===== src/rtl/addsub_arbiter_pkg.sv =====
// Shared definitions for the two-requester saturating add/sub arbiter.
package addsub_arbiter_pkg;

    // The controller is IDLE when nothing is held and HOLD while a result waits for its owner.
    typedef enum logic {
        StIdle = 1'b0,
        StHold = 1'b1
    } state_e;

    // Bit positions within the [N V Z] flag vector.
    localparam int unsigned FLAG_N = 2;
    localparam int unsigned FLAG_V = 1;
    localparam int unsigned FLAG_Z = 0;

    // Saturation values used on signed overflow.
    localparam logic [15:0] SAT_POS = 16'h7FFF;
    localparam logic [15:0] SAT_NEG = 16'h8000;

endpackage


===== src/rtl/addsub_16bit.sv =====
// Combinational 16-bit saturating add/subtract that produces [N V Z] flags.
module addsub_16bit
    import addsub_arbiter_pkg::*;
(
    input  logic [15:0] a_in,
    input  logic [15:0] b_in,
    input  logic        is_sub,
    output logic [15:0] sum_out,
    output logic [2:0]  flag
);

    logic [16:0] a_x;
    logic [16:0] b_x;
    logic [16:0] raw;
    logic        ovf;

    // A 17-bit sign-extended result exposes overflow as a mismatch of its top two bits.
    always_comb begin
        a_x     = {a_in[15], a_in};
        b_x     = {b_in[15], b_in};
        raw     = is_sub ? (a_x - b_x) : (a_x + b_x);
        ovf     = raw[16] ^ raw[15];
        sum_out = ovf ? (raw[16] ? SAT_NEG : SAT_POS) : raw[15:0];
        flag         = '0;
        flag[FLAG_N] = sum_out[15];
        flag[FLAG_V] = ovf;
        flag[FLAG_Z] = (sum_out == 16'h0000);
    end

endmodule


===== src/rtl/addsub_arbiter.sv =====
// Round-robin arbiter sharing one saturating add/sub unit between two requesters.
// Results are held until the owning requester accepts them; only req0 may update flags_q.
module addsub_arbiter
    import addsub_arbiter_pkg::*;
#(
    parameter int unsigned DATA_W = 16,
    parameter int unsigned FLAG_W = 3
) (
    input  logic              clk,
    input  logic              rst_n,

    input  logic              req0_valid,
    output logic              req0_ready,
    input  logic [DATA_W-1:0] req0_a,
    input  logic [DATA_W-1:0] req0_b,
    input  logic              req0_sub,
    input  logic              req0_setf,

    input  logic              req1_valid,
    output logic              req1_ready,
    input  logic [DATA_W-1:0] req1_a,
    input  logic [DATA_W-1:0] req1_b,
    input  logic              req1_sub,

    output logic              rsp0_valid,
    input  logic              rsp0_ready,
    output logic              rsp1_valid,
    input  logic              rsp1_ready,
    output logic [DATA_W-1:0] rsp_sum,
    output logic [FLAG_W-1:0] rsp_flag,
    output logic [FLAG_W-1:0] flags_q
);

    state_e              state_q, state_d;
    logic                owner_q, owner_d;
    logic                pri_q, pri_d;
    logic [DATA_W-1:0]   sum_q, sum_d;
    logic [FLAG_W-1:0]   flag_q, flag_d;
    logic [FLAG_W-1:0]   flags_d;

    logic                grant0, grant1;
    logic                owner_rdy;
    logic                can_accept;
    logic                accept;
    logic [DATA_W-1:0]   mux_a, mux_b;
    logic                mux_sub;
    logic [DATA_W-1:0]   alu_sum;
    logic [FLAG_W-1:0]   alu_flag;

    // Grant, readiness and the operand mux; the winner is req1 exactly when grant1 is set.
    always_comb begin
        grant0     = req0_valid & (~req1_valid | ~pri_q);
        grant1     = req1_valid & (~req0_valid | pri_q);
        owner_rdy  = owner_q ? rsp1_ready : rsp0_ready;
        can_accept = (state_q == StIdle) | ((state_q == StHold) & owner_rdy);
        // Readies are forced low during reset even though the state is already IDLE.
        req0_ready = rst_n & grant0 & can_accept;
        req1_ready = rst_n & grant1 & can_accept;
        accept     = (req0_valid & req0_ready) | (req1_valid & req1_ready);
        mux_a      = grant1 ? req1_a : req0_a;
        mux_b      = grant1 ? req1_b : req0_b;
        mux_sub    = grant1 ? req1_sub : req0_sub;
    end

    addsub_16bit u_addsub (
        .a_in    (mux_a),
        .b_in    (mux_b),
        .is_sub  (mux_sub),
        .sum_out (alu_sum),
        .flag    (alu_flag)
    );

    // Next-state for the FSM, result registers, priority pointer and architectural flags.
    always_comb begin
        state_d = state_q;
        owner_d = owner_q;
        pri_d   = pri_q;
        sum_d   = sum_q;
        flag_d  = flag_q;
        flags_d = flags_q;
        if (accept) begin
            // A same-cycle response handshake frees the slot, so overwriting is safe.
            state_d = StHold;
            owner_d = grant1;
            pri_d   = ~grant1;
            sum_d   = alu_sum;
            flag_d  = alu_flag;
            if (!grant1 && req0_setf) begin
                flags_d = alu_flag;
            end
        end else if ((state_q == StHold) && owner_rdy) begin
            state_d = StIdle;
        end
    end

    // State registers; reset discards any held result.
    always_ff @(posedge clk or negedge rst_n) begin
        if (!rst_n) begin
            state_q <= StIdle;
            owner_q <= 1'b0;
            pri_q   <= 1'b0;
            sum_q   <= '0;
            flag_q  <= '0;
            flags_q <= '0;
        end else begin
            state_q <= state_d;
            owner_q <= owner_d;
            pri_q   <= pri_d;
            sum_q   <= sum_d;
            flag_q  <= flag_d;
            flags_q <= flags_d;
        end
    end

    // Response channel outputs follow the held result and its owner.
    always_comb begin
        rsp0_valid = (state_q == StHold) & ~owner_q;
        rsp1_valid = (state_q == StHold) & owner_q;
        rsp_sum    = sum_q;
        rsp_flag   = flag_q;
    end

endmodule


===== config.mk =====
export PLATFORM = sky130hd
export DESIGN_NAME = addsub_arbiter
export DESIGN_NICKNAME = d
export VERILOG_FILES = /design/src/rtl/addsub_arbiter_pkg.sv /design/src/rtl/addsub_16bit.sv /design/src/rtl/addsub_arbiter.sv
export SDC_FILE = /design/constraint.sdc
export NUM_CORES = 1
export LEC_CHECK = 0
export BUFFER_PORTS_ARGS = -buffer_cell sky130_fd_sc_hd__buf_2
export CAP_MARGIN = 25
export CORE_MARGIN = 3
export CORE_UTILIZATION = 45
export CTS_CLUSTER_SIZE = 16
export DETAILED_ROUTE_END_ITERATION = 10
export PLACE_DENSITY = 0.74
export SLEW_MARGIN = 10
export SYNTH_ARGS = -nofsm -noshare
export SYNTH_HDL_FRONTEND = slang
export SYNTH_HIERARCHICAL = 1
export SYNTH_SLANG_ARGS = --single-unit

===== constraint.sdc =====
create_clock -name clk -period 6.9 [get_ports clk]
set_clock_uncertainty 0.05 [all_clocks]
set_input_delay 0.345 -clock clk [delete_from_list [all_inputs] [get_ports clk]]
set_output_delay 0.345 -clock clk [all_outputs]
set_load 0.005 [all_outputs]

==> impl_metrics.ini, run 1 <==
[outcome]
status = completed

[die]
initial_core_util_pct = 47.7
dieArea_um2 = 6950
chipHeight_um = 83.4
core_area_um2 = 5640
fp.dieW_um = 83.4
core.rowCount = 27
ios = 99

[clock_tree]
insertion_delay_ns = 0.27
cts_tree = built
cts_root_buf = clkbuf_8
ctsResizeCount = 0
post-cts-setup-buffers = 0
clkTransAtPathRegs_ns = 0.09
cts.sinks = 25
ctsHoldBuffers = 0
clockBufferDepth = 2
cts_inserted_buffers = 3
htree_levels = 1

[power]
pwr-share-seq_pct = 23.0
p_clk_share_pct = 7.9
p_leak_nw = 1.52
p_per_area_nw_per_um2 = 334
p_int_mw = 0.637
vdd_drop_max_mv = 0.161
power.switching_mw = 0.458
comb_power_share_pct = 69.1
fin_total_pwr_mw = 1.09
switching_share_pct = 41.8

[critical_path]
arrival_ns = 5.29
crit_path_cell_trace = o21ai_4, buf_4, mux2_2, nand2b_1, nor3_1, a31oi_1, xnor2_1, ha_1, a2111oi_2, a22oi_1, and3_1, a221oi_4, xnor2_2, maj3_1, mux2_2
start_kind = flip-flop
critical-path-top-delay-family = compound AO/OA/AOI/OAI gates
critical_path_required_ns = 7.01
crit_path_end_kind = flip-flop
critical_path.max_stage_delay_ns = 0.50
worst-path-buf-inv = 1
critPathMaxFanout = 23
criticalPathCategory = flip-flop to flip-flop
timing.rr.start = pri_q
crit_slowest_cell = a2111oi_2
crit_top_cell = mux2_2
cp-startpoint = pri_q

[detailed_routing]
wirelength_um = 5980
drt_iter0_markers = 99
wire_per_inst_um = 13.5
ant_nets = 0
via_per_inst = 5.36
dr.pass1.iters = 4
route.detailed.drc = 0
vias = 2379

[grt]
grt_usage_pct = 17.1
antenna_found_initial = 0
grt_overflow = 0
grt_pass1_wl_um = 10300
grt_max_degree = 29
first_global_vias = 2303

[synthesis]
synth_cells = 278
synth_nets = 369
yosys_warnings = 6
ys_ff_latch = 25
syn_area_per_cell_um2 = 9.69
yosysSeqAreaShare_pct = 23.2
async_flop_share_pct = 100
synth_cell_types = 52
syn_area_um2 = 2690
synth_enable_flop_cells = 0
synthFlopType = dfrtp_1

[sta]
worst_pin_slew_ns = 0.847
fmax_ghz = 0.193
rsz0062_at_grt = false
tns_ns = 0
hold_viol_final = 0
maxSlewHeadroom_pct = 43.3
fin_crit_ns = 5.18
finalSetupViolCount = 0
slew_violations = 0
fin_crit_sh_pct = 75.1

[finish]
diodes = 0
drive_gt1_share_pct = 47.0
multiInputGateArea_um2 = 1960
register_area_um2 = 626
area_growth_pct = 21.7
fin_nets = 464
fin_util_pct = 58.1
fillers = 521

[placement]
dp_hpwl_um = 4970
port-buffer-count = 98
gp_congestion = 0.860

[min_path]
hold_class = primary input to async pin

[run]
maxCapViolations = 0
area by class of cell:
cell class,instances,share of cell area [%]
multi-input cells,231,59.9
flip-flops and latches,25,19.1
repair buffers,100,15.4
well taps,72,2.75
inverters,12,1.37
clock buffers,3,1.26
clock inverters,1,0.153
logic make-up after synthesis:
| group | count (synthesis) | share of synthesized area (%) |
|---|---|---|
| simple gates | 59 | 11.2 |
| mux | 57 | 23.9 |
| compound gates | 56 | 14.6 |
| xor+xnor | 30 | 10.0 |
| fa+ha+maj | 29 | 13.0 |
| flops | 25 | 23.2 |
| buf+inv | 22 | 4.09 |
cell usage after synthesis, types with 4 or more instances:
master	number	area [µm²]
mux2_2	55	619
dfrtp_1	25	626
xnor2_1	25	219
nor2_1	18	67.6
a21oi_1	17	85.1
ha_1	17	213
inv_1	12	45.0
o21ai_0	11	55.1
nand2_1	10	37.5
nor3_1	7	35.0
a21o_1	6	45.0
maj3_1	6	60.1
maj3_2	5	56.3
buf_2	4	20.0
nand2b_1	4	25.0
nor2b_1	4	25.0
xor2_1	4	35.0
power groups by stage:
stage               logic [mW]  clock network [mW]  registers, mW
floorplan                0.588                   0          0.254
global placement         0.738                   0          0.251
detailed placement       0.757                   0          0.255
CTS                      0.762              0.0894          0.252
global route             0.851              0.0950          0.261
finish                   0.756              0.0868          0.252
worst reg2reg max path, stage by stage (launching register included):
cell and delay (ns):
dfrtp_1 0.44, o21ai_4 0.39, buf_4 0.37, mux2_2 0.41
nand2b_1 0.17, nor3_1 0.37, a31oi_1 0.17, xnor2_1 0.15
ha_1 0.36, a2111oi_2 0.50, a22oi_1 0.18, and3_1 0.24
a221oi_4 0.29, xnor2_2 0.29, maj3_1 0.45, mux2_2 0.27
flip-flops by register name, summed over array words and instances (netlist names):
name      count
state_q       1
rsp_sum      16
rsp_flag      3
pri_q         1
flags_q       3
owner_q       1
path summary, 6_finish.rpt:
| kind | cells after the start | to | slack (ns) |
|---|---|---|---|
| setup / recovery | 15 | rsp_sum[7] | 1.72 |
| setup reg to reg | 15 | rsp_sum[7] | 1.72 |
| hold / removal | 1 | owner_q | 0.02 |
| hold reg to reg | 1 | rsp_sum[15] | 0.46 |
| min in group clk | 4 | state_q | 0.40 |
| max in group asynchronous | 1 | rsp_sum[11] | 6.40 |
metal layers:
layer  wire length (µm)  global-route usage, %  up-vias
met5                  0                      0        -
met4                 33                   5.20        0
met3                421                   1.88        4
met2               2720                   28.0      106
met1               2810                   23.6     1070
li1                   -                      -     1199
through the flow:
stage,setup slack [ns],hold WS (ns),instance area [µm²],cells
floorplan,2.28,-0.000591,2690,278
global placement,1.89,0.327,3230,440
detailed placement,1.65,0.330,3230,440
CTS,1.73,0.0321,3280,444
global route,1.42,0.0657,3280,444
finish,1.72,0.0162,3280,444
cells in the final DEF (no fill, tap or decap), types with 2 or more instances in the layout:
cell type,n
maj3_2,5
o21ai_0,11
nor4_1,3
inv_1,12
mux2_2,55
dfrtp_1,25
o211ai_1,2
xor2_1,4
nand2_1,10
a31oi_1,3
clkbuf_8,3
ha_1,17
or4_1,2
maj3_1,6
nand3_1,2
nor3_1,7
nand2b_1,4
a21o_1,6
xnor2_1,25
buf_2,98
nor2b_1,4
nor2_1,18
and3_1,3
a21oi_1,17
buf_4,2
(Power assumes the default switching activity.)
==> inputs of run 2 (changes only) <==
--- a/config.mk
+++ b/config.mk
@@ -11,7 +11,7 @@
 export CORE_UTILIZATION = 45
 export CTS_CLUSTER_SIZE = 16
 export DETAILED_ROUTE_END_ITERATION = 10
-export PLACE_DENSITY = 0.74
+export PLACE_DENSITY = 0.77
 export SLEW_MARGIN = 10
 export SYNTH_ARGS = -nofsm -noshare
 export SYNTH_HDL_FRONTEND = slang
==> constraint.sdc (replaced) <==
create_clock -name clk -period 4.25 [get_ports clk]
set_clock_uncertainty 0.05 [all_clocks]
set_input_delay 0.2125 -clock clk [delete_from_list [all_inputs] [get_ports clk]]
set_output_delay 0.2125 -clock clk [all_outputs]
set_load 0.005 [all_outputs]
==> run 2 against run 1 <==
Net effect: the flow now finishes with violations (setup timing); final cell count grew 6.8%; worst setup slack lost 1.8 ns; core utilization grew 7.8 points; critical endpoint is now rsp_sum[4].
==> impl_metrics.ini, run 2 (synthesis gave the netlist of run 1 again) <==
[detailed_routing]
ant_nets = 0
via_per_inst = 5.43
wire_per_inst_um = 14.4
vias = 2572
dr.pass1.iters = 4
drt_iter0_markers = 55
route.detailed.drc = 0
wirelength_um = 6830

[sta]
maxSlewHeadroom_pct = 39.4
slew_violations = 0
finalSetupViolCount = 17
fin_crit_ns = 4.35
hold_ws_ns = 0.272
layout_setup_ws_ns = -0.0971
rsz0062_at_grt = true
fin_crit_sh_pct = 102
fmax_ghz = 0.230
worst_pin_slew_ns = 0.902
hold_viol_final = 0

[die]
initial_core_util_pct = 47.7
core.rowCount = 27
dieArea_um2 = 6950
ios = 99
core_area_um2 = 5640
chipHeight_um = 83.4
fp.dieW_um = 83.4

[grt]
grt_max_degree = 29
antenna_found_initial = 0
first_global_vias = 2589
grt_overflow = 0
grt_usage_pct = 19.6
grt_pass1_wl_um = 11500

[clock_tree]
clkTransAtPathRegs_ns = 0.08
htree_levels = 1
insertion_delay_ns = 0.27
cts_inserted_buffers = 3
cts_root_buf = clkbuf_8
cts.sinks = 25
clockBufferDepth = 2
cts_tree = built

[finish]
final_cell_mix = 98 x buf_2, 39 x mux2_2, 27 x buf_4
area_growth_pct = 38.1
drive_gt1_share_pct = 55.0
diodes = 0
final_common_cell = buf_2
largest_reg_flops = 16
final_cell_area_um2 = 3720
fin_nets = 494
fillers = 466

[critical_path]
critPathMaxFanout = 9
arrival_ns = 4.46
criticalPathCategory = flip-flop to flip-flop
start_kind = flip-flop
critical_path_required_ns = 4.36
crit_path_end_kind = flip-flop

[power]
vdd_drop_max_mv = 0.327
p_leak_nw = 1.76
comb_power_share_pct = 74.1
p_int_mw = 1.26
pwr-share-seq_pct = 19.3
fin_total_pwr_mw = 2.12
power.switching_mw = 0.862
p_clk_share_pct = 6.6
switching_share_pct = 40.6
p_per_area_nw_per_um2 = 571

[outcome]
violations = setup timing
status = finished with violations

[placement]
port-buffer-count = 98
post-place-ws_ns = -0.217
place_area_um2 = 3470
gp_congestion = 0.878
dp_hpwl_um = 5510

[run]
maxCapViolations = 0

[min_path]
hold_class = primary input to flip-flop
==> run 2: cell count changes in the layout (fill, tap and decap cells not counted), moves of 5 or more <==
cell	change
maj3_1	-5
buf_4	+25
maj3_2	+5
mux2_2	-16
mux2_4	+16
==> run 2: layer usage <==
metal  track usage (%)  up-vias  part of all wire (%)
met5                 0        -                     0
li1                  -     1273                     -
met2              35.3       83                    50
met3              2.18       13                   5.2
met1              24.2     1203                    42
met4              6.24        0                   2.0
==> run 2: area by class of cell <==
class | instances | area, µm² | share of cell area (%)
inverter | 12 | 45.0 | 1.21
timing repair buffer | 129 | 754 | 20.3
tap | 72 | 90.1 | 2.42
clock buffer | 4 | 45.0 | 1.21
multi-input combinational | 232 | 2160 | 58.0
sequential | 25 | 626 | 16.8
==> run 2: final timing paths <==
| check | from | to | slack (ns) | cells past startpoint |
|---|---|---|---|---|
| max | pri_q | rsp_sum[4] | -0.1 | 17 |
| min | req0_valid | owner_q | 0.27 | 4 |
| max reg2reg | pri_q | rsp_sum[4] | -0.1 | 17 |
| min reg2reg | rsp_flag[2] | rsp_flag[2] | 0.46 | 1 |
| max in group asynchronous | rst_n | rsp_sum[15] | 3.34 | 2 |
| min in group asynchronous | rst_n | rsp_sum[1] | 0.42 | 2 |
==> run 2: worst max-delay path, stage by stage, from the launching register on <==
cell,delay (ns)
dfrtp_1,0.42
o21ai_4,0.16
buf_12,0.15
mux2_4,0.32
nor3_4,0.20
nand2b_1,0.14
nor3_4,0.24
a31oi_1,0.14
xnor2_1,0.14
ha_1,0.33
a2111oi_4,0.42
a22oi_2,0.12
and3_4,0.19
a221oi_4,0.27
buf_12,0.16
xnor2_4,0.11
maj3_1,0.39
mux2_2,0.26
==> run 2: power groups by stage <==
stage	sequential [mW]	clock, mW	combinational, mW
floorplan	0.414	0	0.985
global placement	0.407	0	1.32
detailed placement	0.412	0	1.37
CTS	0.406	0.143	1.46
global route	0.424	0.156	1.71
finish	0.410	0.140	1.57
==> run 2: timing repair <==
item | in CTS | in global routing
pin swaps | 4 | 13
cloned | 1 | 0
resized for setup | 5 | 25
setup buffers | 2 | 2
hold buffers | 1 | 0
setup endpoints to repair | 22 | 22
hold endpoints to repair | 25 | 0
==> run 2: through the flow <==
stage               cells  setup TNS, ns  util [%]
floorplan             278       -0.00145         -
global placement      464         -0.514      61.5
detailed placement    464          -3.29      61.5
CTS                   472              0      64.1
global route          474          -4.01      65.9
finish                474         -0.888      65.9
